`src/rtl/adder_pkg.sv`:
```
// rtl/adder_pkg.sv - shared constants and FSM state type for the byte-serial adder
//
// Purpose : slice width and controller state encoding used by byte_serial_adder.
// Ports   : none (package).
package adder_pkg;

  localparam int BYTE_W = 8;

  typedef enum logic [1:0] {
    IDLE = 2'd0,
    RUN  = 2'd1,
    DONE = 2'd2
  } state_t;

endpackage

```
`src/rtl/prefix_add8.sv`:
```
// rtl/prefix_add8.sv - combinational 8-bit parallel-prefix (Kogge-Stone) adder slice
//
// Purpose : one 8-bit add with carry-in, time-shared by the serial adder.
// Ports   : cin      - carry into bit 0
//           a, b     - 8-bit addends
//           s        - 8-bit sum
//           cout     - carry out of bit 7
module prefix_add8 (
  input  logic       cin,
  input  logic [7:0] a,
  input  logic [7:0] b,
  output logic [7:0] s,
  output logic       cout
);

  logic [7:0] g;
  logic [7:0] p;
  logic [7:0] gn;
  logic [7:0] pn;
  logic [8:0] c;

  always_comb begin
    g  = a & b;
    p  = a ^ b;
    gn = g;
    pn = p;
    // Three doubling levels turn per-bit (g,p) into group (G,P) spanning bits [i:0].
    for (int lvl = 0; lvl < 3; lvl++) begin
      gn = g;
      pn = p;
      for (int i = (1 << lvl); i < 8; i++) begin
        gn[i] = g[i] | (p[i] & g[i - (1 << lvl)]);
        pn[i] = p[i] & p[i - (1 << lvl)];
      end
      g = gn;
      p = pn;
    end
    // The carry-in enters only at the end: carry into bit i+1 = G[i:0] | P[i:0]&cin.
    c[0] = cin;
    for (int i = 0; i < 8; i++) begin
      c[i + 1] = g[i] | (p[i] & cin);
    end
    s    = (a ^ b) ^ c[7:0];
    cout = c[8];
  end

endmodule

```
`src/rtl/byte_serial_adder.sv`:
```
// rtl/byte_serial_adder.sv - W-bit adder computed one byte per cycle through a shared slice
//
// Purpose : captures a, b, cin, then sums one byte per RUN cycle (LSB first) and
//           presents {cout, s} in DONE until the consumer takes it.
// Ports   : clk, reset         - clock, synchronous active-high reset
//           in_valid, in_ready - operand handshake (ready only in IDLE)
//           cin, a, b          - carry-in and W-bit addends, W = 8*N_BYTES
//           out_valid, out_ready - result handshake (valid only in DONE)
//           s, cout            - W-bit sum and final carry-out
module byte_serial_adder
  import adder_pkg::*;
#(
  parameter int N_BYTES = 4
) (
  input  logic                      clk,
  input  logic                      reset,
  input  logic                      in_valid,
  output logic                      in_ready,
  input  logic                      cin,
  input  logic [BYTE_W*N_BYTES-1:0] a,
  input  logic [BYTE_W*N_BYTES-1:0] b,
  output logic                      out_valid,
  input  logic                      out_ready,
  output logic [BYTE_W*N_BYTES-1:0] s,
  output logic                      cout
);

  localparam int IDX_W = (N_BYTES > 1) ? $clog2(N_BYTES) : 1;
  localparam logic [IDX_W-1:0] LAST_IDX = IDX_W'(N_BYTES - 1);

  state_t                            state;
  logic [IDX_W-1:0]                  idx;
  logic [N_BYTES-1:0][BYTE_W-1:0]    a_q;
  logic [N_BYTES-1:0][BYTE_W-1:0]    b_q;
  logic [N_BYTES-1:0][BYTE_W-1:0]    s_q;
  logic                              carry;
  logic                              cout_q;

  logic [BYTE_W-1:0]                 slice_a;
  logic [BYTE_W-1:0]                 slice_b;
  logic [BYTE_W-1:0]                 slice_s;
  logic                              slice_cout;

  assign slice_a = a_q[idx];
  assign slice_b = b_q[idx];

  prefix_add8 u_add8 (
    .cin  (carry),
    .a    (slice_a),
    .b    (slice_b),
    .s    (slice_s),
    .cout (slice_cout)
  );

  always_ff @(posedge clk) begin
    if (reset) begin
      state  <= IDLE;
      idx    <= '0;
      carry  <= 1'b0;
      a_q    <= '0;
      b_q    <= '0;
      s_q    <= '0;
      cout_q <= 1'b0;
    end else begin
      case (state)
        IDLE: begin
          if (in_valid) begin
            a_q   <= a;
            b_q   <= b;
            carry <= cin;
            idx   <= '0;
            state <= RUN;
          end
        end
        RUN: begin
          // The carry register is the only path between slices.
          s_q[idx] <= slice_s;
          carry    <= slice_cout;
          if (idx == LAST_IDX) begin
            cout_q <= slice_cout;
            idx    <= '0;
            state  <= DONE;
          end else begin
            idx <= idx + 1'b1;
          end
        end
        DONE: begin
          if (out_ready) begin
            state <= IDLE;
          end
        end
        default: state <= IDLE;
      endcase
    end
  end

  // Handshake outputs are pure decodes of the state register.
  assign in_ready  = (state == IDLE);
  assign out_valid = (state == DONE);
  assign s         = s_q;
  assign cout      = cout_q;

endmodule

```
`config.mk`:
```
export PLATFORM = sky130hd
export DESIGN_NAME = byte_serial_adder
export DESIGN_NICKNAME = d
export VERILOG_FILES = /design/src/rtl/adder_pkg.sv /design/src/rtl/prefix_add8.sv /design/src/rtl/byte_serial_adder.sv
export SDC_FILE = /design/constraint.sdc
export NUM_CORES = 1
export LEC_CHECK = 0
export BUFFER_PORTS_ARGS = -buffer_cell sky130_fd_sc_hd__buf_2
export CAP_MARGIN = 15
export CELL_PAD_IN_SITES_DETAIL_PLACEMENT = 0
export CELL_PAD_IN_SITES_GLOBAL_PLACEMENT = 1
export CORE_MARGIN = 2
export CORE_UTILIZATION = 36
export DETAILED_ROUTE_END_ITERATION = 6
export GPL_TIMING_DRIVEN = 0
export PLACE_DENSITY_LB_ADDON = 0.12
export SLEW_MARGIN = 20
export SYNTH_ARGS = -nofsm -noshare
export SYNTH_HDL_FRONTEND = slang
export SYNTH_SLANG_ARGS = --single-unit
```
`constraint.sdc`:
```
create_clock -name clk -period 2.45 [get_ports clk]
set_input_delay 0.49 -clock clk [delete_from_list [all_inputs] [get_ports clk]]
set_output_delay 0.49 -clock clk [all_outputs]
set_load 0.01 [all_outputs]
```
== Yosys cells after proc, flatten, opt, wreduce, memory -nomap -nowiden ==
Index checks and enable logic that the tools add are counted.
Operators by class
  shifts and indexed selects: 0
  $mul: 0
  divide/modulo/power cells: 0
  bitwise operators: 70
  $lt $le $gt $ge: 2
  eq/ne operators: 6
  add/subtract/negate cells: 1
  muxes and demuxes: 16
  reduce and logical (&&, ||, !) cells: 7
Operators by type and width (number)
  $and 1x1->1: 42
  $bmux 8 s2: 2
  $bwmux 32: 1
  $or 1x1->1: 25
  $mux 8: 3
  $demux 8 s2: 1
  $xor 8x8->8: 2
  $mux 2: 5
  $and 8x8->8: 1
  $pmux 2 s3: 1
  $reduce_and 2->1: 3
  $eq 2x2->1 const B: 2
  $ne 2x2->1 const B: 2
  $pmux 2 s2: 1
  $lt 2x3->1 const B: 1
  $reduce_and 3->1: 1
  $add 2x1->2 const B: 1
  $eq 2x1->1 const B: 1
  $ge 2x1->1 const B: 1
  $logic_not 2->1: 1
  $ne 2x1->1 const B: 1
  $pmux 1 s2: 1
  $reduce_bool 2->1: 1
  $logic_and 1x1->1: 1
  $mux 1: 1
Storage, ports and cells
  bits in latches: 0
  ROM bits: 0
  memories kept: 0
  bits in writable memories: 0
  input bits: 69
  bits in registers: 102

== Logic depth before layout (Yosys ltp) ==
  depth after elaboration: 11
  depth in mapped cells: 9
  depth with buffers taken out: 6

== Modules after synthesis ==
Synthesis repeated with hierarchy kept, for this count alone.
Second synthesis, totals
  cell total of the unflattened synthesis: 518
  area total of the unflattened synthesis: 4488.1 µm²
By module, submodules not included
  byte_serial_adder: area an instance 4167.7 µm², cells each 478, seq. area each 2042.0 µm², instances 1
  prefix_add8: area an instance 320.3 µm², cells each 40, seq. area each 0.0 µm², instances 1

== Least setup slack after synthesis ==
Ideal clock, no wire load.
  path kind: reg-to-reg
  from: register idx[0]
  to: register s_q (netlist bit s[7])
  cell stages (with the launch flop): 9
  data required time: 2357 ps
  path slack: -133 ps
  data arrival time: 2490 ps
  cell sequence: dfxtp_1 buf_2 buf_2 mux4_2 ha_1 a211o_1 a21o_4 and2_4 o311ai_2
On the way
  cells in the longest elaborated chain, start to end: 11
  elaborated cells on any way between the ends: 33
RTL lines
  from (decl): line byte_serial_adder.sv:32  | logic [IDX_W-1:0] idx;
  from (signal assigned): line byte_serial_adder.sv:84  | idx <= idx + 1'b1;
  $bmux 8 s2, on equally long branches: line byte_serial_adder.sv:44, byte_serial_adder.sv:45
  $mux 8, on equally long branches: line byte_serial_adder.sv:44, byte_serial_adder.sv:45
  $xor 8x8->8 / $and 8x8->8 (equally long branches): line prefix_add8.sv:24, prefix_add8.sv:43, prefix_add8.sv:23
  $and 1x1->1, on equally long branches: line prefix_add8.sv:32, prefix_add8.sv:33
  $or 1x1->1 / $and 1x1->1 (equally long branches): line prefix_add8.sv:32  | gn[i] = g[i] | (p[i] & g[i - (1 << lvl)]);
  $and 1x1->1 / $or 1x1->1 (equally long branches): line prefix_add8.sv:32
  $or 1x1->1 / $and 1x1->1 (equally long branches): line prefix_add8.sv:32
  $or 1x1->1: line prefix_add8.sv:32
  $or 1x1->1: line prefix_add8.sv:41  | c[i + 1] = g[i] | (p[i] & cin);
  $xor 8x8->8: line prefix_add8.sv:43  | s = (a ^ b) ^ c[7:0];
  $bwmux 32 *: line byte_serial_adder.sv:77  | s_q[idx] <= slice_s;
  to (signal, indexed assignment): line byte_serial_adder.sv:77
  to (decl): line byte_serial_adder.sv:35  | logic [N_BYTES-1:0][BYTE_W-1:0] s_q;
Every way passes the cells marked *; elsewhere a longest branch is shown, timed or not. The select of a mux whose other input is x is not followed.
A chain may end at the register's enable or synchronous reset.

== Final worst setup path ==
Same ends and word-level chain as after synthesis.

==> results.toml <==
[clock_tree]
clockBufferDepth = 2
ctsHoldBuffers = 0
cts.sinks = 102
root_buffer = "clkbuf_16"
clk_pin_slew_ps = 70
cts_inserted_buffers = 9
clk-insertion-delay-late_ps = 360
htreeDepth = 3
cts_tree = "yes"

[hold_path]
hold_path_end = "a_q[18]"
hold_depth = 3
min-delay-start = "a[18]"
hold_class = "in2reg"

[routing]
drtIter0Drc = 234
wl_met2_um = 6724
route.met3.wl_um = 650
drt-met1-wl_um = 6380
top_layer = "met4"
wl_um = 14020
viasPerCell = 5.138
dr_total_vias = 4316
wl_per_cell_um = 16.69
dr.pass1.iters = 4
ant_nets = 0
route.detailed.drc = 0

[logic_synthesis]
synth_nets = 618
yosysTopAreaCell = "dfxtp_1"
netlist_area_mm2 = 0.004624
avgSynthCellArea_um2 = 8.628
synth_edf_count = 0
yosys-top-cells-count = "nand2_1 (145), dfxtp_1 (102), a21oi_1 (79), nand3_1 (24), nor2_1 (20)"
synth_cell_types = 48
syn_inst = 536
synthArstFlopShare_pct = 0
synth_top_area_share_pct = 44.16
ys.flop_type = "dfxtp_1"
synth_seq_cells = 102
synth_most_common_cell = "nand2_1"
yosysSeqAreaShare_pct = 44.16
ys_warn_count = 0
yosys-top-cells-area = "dfxtp_1 (44%), nand2_1 (12%), a21oi_1 (8.5%)"

[floorplanning]
die_h_um = 117.3
rows = 41
initial_core_util_pct = 36.79
pin_count = 104
die_area_mm2 = 0.01377
core-area_mm2 = 0.01257
die_w_um = 117.3

[sta]
fin_ws_ps = -9.089
fin_crit_ps = 2459
relSlewSlack_pct = 55.12
rsz0062_at_grt = "true"
clock_skew_ps = 10.41
timing.hold.ws_ps = 371.5
fmax_ghz = 0.4067
slew_violations = 0
finalHoldViolations = 0
setup_violations = 1
worst_slew_pin_slew_ps = 673.2
fin_crit_sh_pct = 100.4

[final_layout]
diodes = 0
final_nets = 747
post-route-util_pct = 48.23
n_fill_cell = 1284
area_growth_pct = 31.09
final_layout_size_suffix_gt1_share_pct = 31.59
fin_cells = 840

[power_and_ir_drop]
p_leak_nw = 2.407
power.internal_mw = 2.723
seqPwrFrac_pct = 47.5
powerDensity_mw_per_mm2 = 617.2
swShare_pct = 27.22
power.switching_mw = 1.019
p_clk_share_pct = 34.7
pwr-share-comb_pct = 17.8
power_mw = 3.742
peakVddDrop_mv = 0.3073

[setup_path]
critPathCaptureType = "flop"
r2r-start = "idx[0]"
crit_fanout = 5
cp_data_required_time_ps = 2720
rrSetupSlack_ps = -9
criticalPathCategory = "reg2reg"
r2r-end = "s[7]"
reg2reg_depth = 8
cp-start-kind = "flop"
arrival_ps = 2730

[placed_design]
port-buffer-count = 103
dp.cells = 811
post-place-ws_ps = -306.2
gp_congestion = 0.7914
hpwl_um = 9960

[run_status]
violations = "negative setup slack"
outcome = "finished, violations left"

[global_route]
antenna_found_initial = 0
grt_remaining_overflow = 0
track_usage_pct = 20.45
first_global_vias = 4148
grt_max_degree = 15
grt_pass1_wl_um = 21850

[flow_run]
drv_cap = 0
==> cells by family after synthesis <==
kind of cell / after synthesis / share of synthesized area, %
fa+ha+maj: 13 / 3.680
compound gates: 134 / 18.59
buf+inv: 49 / 4.708
flops: 102 / 44.16
simple gates: 219 / 20.32
xor+xnor: 2 / 0.5413
mux: 17 / 8.009
==> power by group through the flow <==
stage               Combinational (mW)  Clock [mW]  Sequential (mW)
floorplan                        0.351           0             1.81
global placement                 0.540           0             1.81
detailed placement               0.546           0             1.81
CTS                              0.624        1.33             1.78
global route                     0.720        1.41             1.78
finish                           0.665        1.30             1.78
==> worst max path at each step <==
| stage | startpoint | endpoint | slack, ps | cells after the start |
|---|---|---|---|---|
| after floorplan | idx[1] | s[7] | 10 | 7 |
| after global placement | idx[0] | s[7] | -260 | 9 |
| after detailed placement | idx[0] | s[21] | -310 | 9 |
| after CTS | idx[0] | s[7] | -20 | 8 |
| after global routing | idx[1] | s[7] | -50 | 7 |
| final | idx[0] | s[7] | -9 | 8 |
==> routing by layer <==
metal	track usage, %	vias up
met5	0	-
met4	7.831	0
met3	3.745	18
met2	33.77	116
met1	26.65	2039
li1	-	2143
==> final cells by class <==
class                           count  area, µm²  share of cell area, %
Buffer                             37      225.2                  3.715
Sequential cell                   102       2049                  33.81
Multi-Input combinational cell    385       2610                  43.05
Inverter                           12      45.04                 0.7430
Tap cell                          172      215.2                  3.550
Clock buffer                       12      246.5                  4.066
Clock inverter                      2      10.01                 0.1651
Timing Repair Buffer              118      660.6                  10.90
==> layout by cell type, fill, tap and decap left out, types with 4 or more instances in the layout <==
cell type,count
nor3_1,5
mux4_2,16
or4_1,4
o311ai_2,4
nand2_1,144
a32oi_1,4
ha_1,4
o311ai_1,5
clkbuf_1,16
ha_4,5
buf_4,12
o211ai_1,7
o41ai_2,4
buf_2,118
nand2b_1,4
clkbuf_16,9
nor2_1,18
dfxtp_1,100
a211oi_1,5
inv_1,12
a21oi_1,76
nand3_1,24
or3_1,5
==> state kept, by name, indices dropped and copies added, names as in the netlist <==
register	cells
carry	1
state	2
idx	2
b_q	32
a_q	32
cout	1
s	32
==> critical path, cell delays in order, from the launching register on <==
cell,delay [ps]
dfxtp_4,380
buf_12,110
buf_16,110
mux4_2,540
ha_4,210
a211o_4,350
a21o_4,250
and2_4,160
o311ai_2,260
==> per-stage QoR <==
stage          TNS, ps  instance area (µm²)
2_1_floorplan        0                 4642
3_3_place_gp     -4110                 5373
3_5_place_dp     -4998                 5373
4_1_cts         -27.55                 5898
5_1_grt         -405.3                 6062
6_report        -9.089                 6062
==> what timing repair did <==
action                                  4_1_cts  5_1_grt
cloned                                        2        0
resized for setup                            27       30
pin swaps                                     9       13
endpoints found under the setup margin       26       25
setup buffers                                11        2
No activity file was read; power rests on OpenSTA's default activity.
